File: config.mk
export PLATFORM = sky130hd
export DESIGN_NAME = hdmi_pixel_prefetch
export DESIGN_NICKNAME = d
export VERILOG_FILES = /design/src/rtl/hdmi_pkg.sv /design/src/rtl/pixel_fifo_core.sv /design/src/rtl/hdmi_pixel_prefetch.sv
export SDC_FILE = /design/constraint.sdc
export NUM_CORES = 1
export LEC_CHECK = 0
export BUFFER_PORTS_ARGS = -buffer_cell sky130_fd_sc_hd__buf_4
export CAP_MARGIN = 25
export CORE_MARGIN = 3
export CORE_UTILIZATION = 55
export CTS_CLUSTER_SIZE = 10
export DETAILED_ROUTE_END_ITERATION = 8
export PLACE_DENSITY = 0.73
export SLEW_MARGIN = 20
export SYNTH_ARGS = -nofsm -noshare
export SYNTH_HDL_FRONTEND = slang
export SYNTH_SLANG_ARGS = --single-unit
File: constraint.sdc
create_clock -name pixel_clk -period 5.9 [get_ports pixel_clk]
set_input_delay 1.475 -clock pixel_clk [delete_from_list [all_inputs] [get_ports pixel_clk]]
set_output_delay 1.475 -clock pixel_clk [all_outputs]
set_load 0.05 [all_outputs]
File: src/rtl/hdmi_pkg.sv
// Shared types and constants for the HDMI pixel prefetch path.
package hdmi_pkg;
  localparam int                PIX_W        = 16;
  localparam logic [PIX_W-1:0]  RGB565_BLACK = 16'h0000;

  typedef enum logic [1:0] {
    WAIT_VS = 2'd0,
    FLUSH   = 2'd1,
    STREAM  = 2'd2
  } state_e;
endpackage

File: src/rtl/pixel_fifo_core.sv
// Synchronous FIFO: wrapping pointers, level with an extra bit so full and
// empty are distinct, and a synchronous clear that beats push/pop.
module pixel_fifo_core #(
  parameter int DATA_W = 16,
  parameter int DEPTH  = 32,
  localparam int AW    = $clog2(DEPTH)
) (
  input  logic              clk_i,
  input  logic              rst_i,
  input  logic              clr_i,
  input  logic              push_i,
  input  logic              pop_i,
  input  logic [DATA_W-1:0] wdata_i,
  output logic [DATA_W-1:0] rdata_o,
  output logic [AW:0]       level_o
);
  logic [DATA_W-1:0] mem_q [DEPTH];
  logic [AW-1:0]     wr_ptr_q, wr_ptr_d;
  logic [AW-1:0]     rd_ptr_q, rd_ptr_d;
  logic [AW:0]       level_q, level_d;
  logic              push_ok, pop_ok;

  // Guard against overrun/underrun locally so the core is safe on its own.
  assign push_ok = push_i && !clr_i && (level_q != (AW+1)'(DEPTH));
  assign pop_ok  = pop_i  && !clr_i && (level_q != '0);
  assign rdata_o = mem_q[rd_ptr_q];
  assign level_o = level_q;

  // Next pointers/level; pointers wrap naturally since DEPTH is a power of 2.
  always_comb begin
    wr_ptr_d = wr_ptr_q;
    rd_ptr_d = rd_ptr_q;
    level_d  = level_q;
    if (clr_i) begin
      wr_ptr_d = '0;
      rd_ptr_d = '0;
      level_d  = '0;
    end else begin
      if (push_ok) wr_ptr_d = wr_ptr_q + 1'b1;
      if (pop_ok)  rd_ptr_d = rd_ptr_q + 1'b1;
      case ({push_ok, pop_ok})
        2'b10:   level_d = level_q + 1'b1;
        2'b01:   level_d = level_q - 1'b1;
        default: level_d = level_q;
      endcase
    end
  end

  // Pointer and level state.
  always_ff @(posedge clk_i or posedge rst_i) begin
    if (rst_i) begin
      wr_ptr_q <= '0;
      rd_ptr_q <= '0;
      level_q  <= '0;
    end else begin
      wr_ptr_q <= wr_ptr_d;
      rd_ptr_q <= rd_ptr_d;
      level_q  <= level_d;
    end
  end

  // Storage; contents are don't-care until written, so no reset.
  always_ff @(posedge clk_i) begin
    if (push_ok) mem_q[wr_ptr_q] <= wdata_i;
  end
endmodule

File: src/rtl/hdmi_pixel_prefetch.sv
// Pixel prefetch buffer in front of the HDMI top: vsync-driven frame flush,
// 1-cycle-latency pixel delivery and underflow statistics.
module hdmi_pixel_prefetch
  import hdmi_pkg::*;
#(
  parameter int                DATA_W          = PIX_W,
  parameter int                DEPTH           = 32,
  parameter logic              VS_ACTIVE       = 1'b1,
  parameter logic [DATA_W-1:0] UNDERFLOW_COLOR = RGB565_BLACK
) (
  input  logic                   pixel_clk,
  input  logic                   sys_rst,
  input  logic                   video_vs,
  input  logic                   data_req,
  output logic [DATA_W-1:0]      data_out,
  input  logic                   src_valid,
  input  logic [DATA_W-1:0]      src_data,
  output logic                   src_ready,
  output logic                   frame_start,
  output logic [$clog2(DEPTH):0] fifo_level,
  output logic [15:0]            underflow_cnt,
  output logic                   underflow_sticky
);
  localparam int AW = $clog2(DEPTH);

  state_e            state_q, state_d;
  logic              vs_d_q;
  logic              vs_edge;
  logic [DATA_W-1:0] data_out_q, data_out_d;
  logic [15:0]       ucnt_q, ucnt_d;
  logic              sticky_q, sticky_d;
  logic [DATA_W-1:0] head;
  logic [AW:0]       level;
  logic              flush_clr, push, pop, uflow, req_live, fifo_empty;

  assign vs_edge    = (video_vs == VS_ACTIVE) && (vs_d_q != VS_ACTIVE);
  // FLUSH is a fixed one-cycle state; an edge seen there does not re-clear.
  assign flush_clr  = vs_edge && (state_q != FLUSH);
  assign fifo_empty = (level == '0);
  assign req_live   = data_req && !flush_clr;
  assign push       = src_valid && src_ready && !flush_clr;
  assign pop        = req_live && (state_q == STREAM) && !fifo_empty;
  assign uflow      = req_live && (state_q == STREAM) && fifo_empty;

  pixel_fifo_core #(.DATA_W(DATA_W), .DEPTH(DEPTH)) u_fifo (
    .clk_i   (pixel_clk),
    .rst_i   (sys_rst),
    .clr_i   (flush_clr),
    .push_i  (push),
    .pop_i   (pop),
    .wdata_i (src_data),
    .rdata_o (head),
    .level_o (level)
  );

  // Frame FSM next state and decoded handshake outputs.
  always_comb begin
    state_d     = state_q;
    src_ready   = 1'b0;
    frame_start = 1'b0;
    case (state_q)
      WAIT_VS: if (vs_edge) state_d = FLUSH;
      FLUSH: begin
        frame_start = 1'b1;
        state_d     = STREAM;
      end
      STREAM: begin
        // Depends only on level: a pop at full does not open a push slot.
        src_ready = (level < (AW+1)'(DEPTH));
        if (vs_edge) state_d = FLUSH;
      end
      default: state_d = WAIT_VS;
    endcase
  end

  // Pixel output and underflow statistics next state.
  always_comb begin
    data_out_d = data_out_q;
    ucnt_d     = ucnt_q;
    sticky_d   = sticky_q | uflow;
    if (req_live) data_out_d = pop ? head : UNDERFLOW_COLOR;
    if (uflow && (ucnt_q != 16'hFFFF)) ucnt_d = ucnt_q + 16'd1;
  end

  // State, vsync history and output registers.
  always_ff @(posedge pixel_clk or posedge sys_rst) begin
    if (sys_rst) begin
      state_q    <= WAIT_VS;
      vs_d_q     <= ~VS_ACTIVE;
      data_out_q <= '0;
      ucnt_q     <= '0;
      sticky_q   <= 1'b0;
    end else begin
      state_q    <= state_d;
      vs_d_q     <= video_vs;
      data_out_q <= data_out_d;
      ucnt_q     <= ucnt_d;
      sticky_q   <= sticky_d;
    end
  end

  assign data_out         = data_out_q;
  assign fifo_level       = level;
  assign underflow_cnt    = ucnt_q;
  assign underflow_sticky = sticky_q;
endmodule

==> flow_summary_export.csv <==
group,metric,value,unit
cells_and_area,fin_cells,1638,
yosys,synthMuxAreaShare,16.7,%
power,report.power.total,9.66,mW
yosys,async_reset_ff_share,9.22,%
sta,rsz0062_at_grt,"false",
placed_design,dpl.hpwl,29.0,mm
route,drc,0,
route,final_antenna_net_count,0,
sta,hold_viol_final,0,
yosys,synthSimpleGateAreaFrac,2.79,%
critical_path,rrSetupSlack,2570,ps
cts,post_cts_buffers,0,
route,drt_wl_total,48.8,mm
grt,grt_pass1_vias,10400,
yosys,synthFlopType,"edfxtp_1",
sta,fin_skew,14.6,ps
floorplan,die_area,0.0422,mm^2
placed_design,gp_congestion,0.873,
yosys,synth_compound_area_share,1.19,%
power,switching_share,25.0,%
run_status,status,"completed",
grt,grt_max_degree,73,
grt,gr-total-overflow,0,
grt,antenna_found_initial,1,
cts,htreeDepth,3,
cells_and_area,drive_gt1_share,30.8,%
yosys,synth-adder-area-share,0.515,%
cells_and_area,syn2layout_area_growth,13.4,%
hold_path,hold_depth,1,
sta,setup_viol,0,
cells_and_area,final_nets,1116,
sta,maxSlewViolCount,0,
floorplan,die_w,205,um
power,power_density,389,mW/mm^2
hold_path,hold_path_end,"underflow_sticky",
yosys,synth_edf_count,512,
grt,grt_pass1_wl,71.7,mm
floorplan,die_y,205,um
power,p_switching,2.42,mW
yosys,ys_seq_area_share,76.3,%
yosys,yosysTopAreaCell,"edfxtp_1",
yosys,synth_area_per_cell,21.9,um^2
power,p_int,7.24,mW
route,firstDrtPassIters,8,
critical_path,critPathRequiredTime,6070,ps
sta,max_freq,0.286,GHz
power,p_clk_share,37.5,%
cts,cts.sink_count,564,
yosys,synth_top_family_by_area,"multiplexers",
critical_path,critPathKind,"in2reg",
cts,cts_resized,0,
yosys,synth_nets,1029,
grt,grt_use_total,24.0,%
hold_path,hold_path.class,"reg2reg",
sta,post-route-period-util,59.3,%
critical_path,reg2reg_from,"u_fifo.rd_ptr_q[0]",
sta,fin_crit,3500,ps
floorplan,core,0.0389,mm^2
route,vias_per_cell,6.40,
yosys,ys_ff_latch,564,
sta,max_slew_margin,29.9,%
job,cap_violations,0,
cells_and_area,diodes,0,
cts,holdBufCountCts,0,
yosys,ys_top_cells_by_area,"edfxtp_1 70%, mux4_2 16%, dfrtp_1 6.0%",
floorplan,io_pins,62,
power,power_leakage,8.03,nW
cts,clk_pin_slew,50,ps
power,combPwrFrac,15.0,%
placed_design,dpl.cell_count,1535,
cts,cts_tree,"built",
yosys,netlist.area_leader.share,70.3,%
cts,clockRootBuffer,"clkbuf_16",
power,seqPwrFrac,47.5,%
critical_path,cp_max_fo,16,
floorplan,initial_core_util,56.2,%
critical_path,reg2reg_to,"data_out[13]",
placed_design,io_buffers,61,
sta,tightest_slew,1050,ps
critical_path,critPathLaunchType,"primary input",
critical_path,crit_arrival,3670,ps
cts,clockBufferDepth,3,
cts,clk_latency,560,ps
route,drt_iter0_drc,1293,
yosys,yosysWarnings,0,
yosys,syn_inst,999,
cts,numCtsBuffers,66,
sta,fin_tns_setup,0,ps
power,peakVddDrop,0.258,mV
yosys,ys_types,41,
floorplan,rows,72,
critical_path,end_kind,"flip-flop",
yosys,synthXorXnorAreaFrac,1.04,%
hold_path,hold_start,"underflow_sticky",
route,drt-wirelength-per-cell,29.8,um
route,num_vias,10500,
yosys,synth_area,0.0219,mm^2
critical_path,r2r_cells,5,
-- state kept, by name, summed over array words and instances (netlist names) --
| name | cells |
|---|---|
| u_fifo.mem_q | 512 |
| underflow_cnt | 16 |
| u_fifo.level_o | 6 |
| u_fifo.rd_ptr_q | 5 |
| underflow_sticky | 1 |
| vs_d_q | 1 |
| state_q | 2 |
| u_fifo.wr_ptr_q | 5 |
| data_out | 16 |
-- Yosys cell counts, types with 2 or more instances --
cell type,number
nor4_1,2
and2_1,2
mux4_2,160
a31oi_1,2
nor3_1,2
clkbuf_1,25
nand3b_1,4
buf_1,9
nand2b_1,4
or2_2,3
and3_1,8
o21a_1,2
a21oi_1,4
edfxtp_1,512
buf_2,10
ha_1,9
nand2_1,27
inv_1,25
xor2_1,9
buf_6,5
dfrtp_1,52
nand3_1,8
nor2_1,54
nand4_1,10
xnor2_1,17
mux2i_1,3
a222oi_1,16
or3_1,2
-- worst max-delay path by stage --
| stage | endpoint | startpoint | depth (start not counted) | slack [ps] |
|---|---|---|---|---|
| 3_3_place_gp | u_fifo.mem_q[23][13] | video_vs | 5 | 1940 |
| 3_5_place_dp | u_fifo.mem_q[23][9] | video_vs | 5 | 1860 |
| 2_1_floorplan | u_fifo.level_o[5] | u_fifo.level_o[5] | 10 | 1910 |
| 5_1_grt | u_fifo.mem_q[13][4] | video_vs | 5 | 2330 |
| 4_1_cts | u_fifo.mem_q[13][4] | video_vs | 5 | 2420 |
| 6_report | u_fifo.mem_q[13][4] | video_vs | 5 | 2400 |
-- layout make-up --
type,instances,area (um^2)
flip-flops and latches,564,16700
inverters,25,93.8
clock inverters,3,17.5
multi-input cells,360,4940
well taps,518,648
fillers,2562,14100
clock buffers,99,1880
repair buffers,69,543
-- metal layers --
layer / vias up / global-route usage [%] / routed length, um
met1: 5549 / 34.0 / 18800
met2: 546 / 38.7 / 24600
met5: - / 0 / 13
met4: 2 / 6.79 / 1250
li1: 4313 / - / -
met3: 80 / 5.28 / 4250
-- cell families (layout without fill, tap and decap cells) --
| family | after synthesis | in the layout |
|---|---|---|
| flops | 564 | 564 |
| xor+xnor | 26 | 26 |
| buf+inv | 75 | 196 |
| compound gates | 31 | 31 |
| mux | 164 | 164 |
| simple gates | 130 | 130 |
| fa+ha+maj | 9 | 9 |
-- per-stage QoR --
step	util (%)	hold WS [ps]	worst slack (ps)	area (um^2)
floorplan	-	456	1910	21900
global placement	58.8	462	1940	22900
detailed placement	58.8	472	1860	22900
CTS	63.7	484	2420	24800
global route	63.7	515	2330	24800
finish	63.7	486	2400	24800
-- placed cells by master (no fill, tap or decap), types with 3 or more instances in the layout --
cell	count
edfxtp_1	512
mux4_2	160
clkbuf_16	71
buf_4	67
dfrtp_1	48
nor2_2	32
clkbuf_1	28
nand2_1	27
inv_1	24
nor2_1	22
xnor2_1	17
a222oi_1	16
nand4_1	10
xor2_1	9
ha_1	9
and3_1	8
nand3_1	8
nand2b_1	4
a21oi_1	4
nand3b_1	4
mux2i_1	3
or2_2	3
-- power by group through the flow --
stage | Clock, mW | Combinational (mW) | Sequential [mW]
after global placement | 0 | 1.43 | 4.68
final | 3.62 | 1.45 | 4.58
after global routing | 3.85 | 1.53 | 4.60
after CTS | 3.68 | 1.45 | 4.60
after detailed placement | 0 | 1.44 | 4.68
after floorplan | 0 | 0.855 | 4.76
-- worst max-delay path, cell delays in order --
cell and delay [ps]:
buf_4 110, nand2b_1 170, and3_1 430, nand2_1 510, nor2_2 950
(Power assumes the default switching activity.)
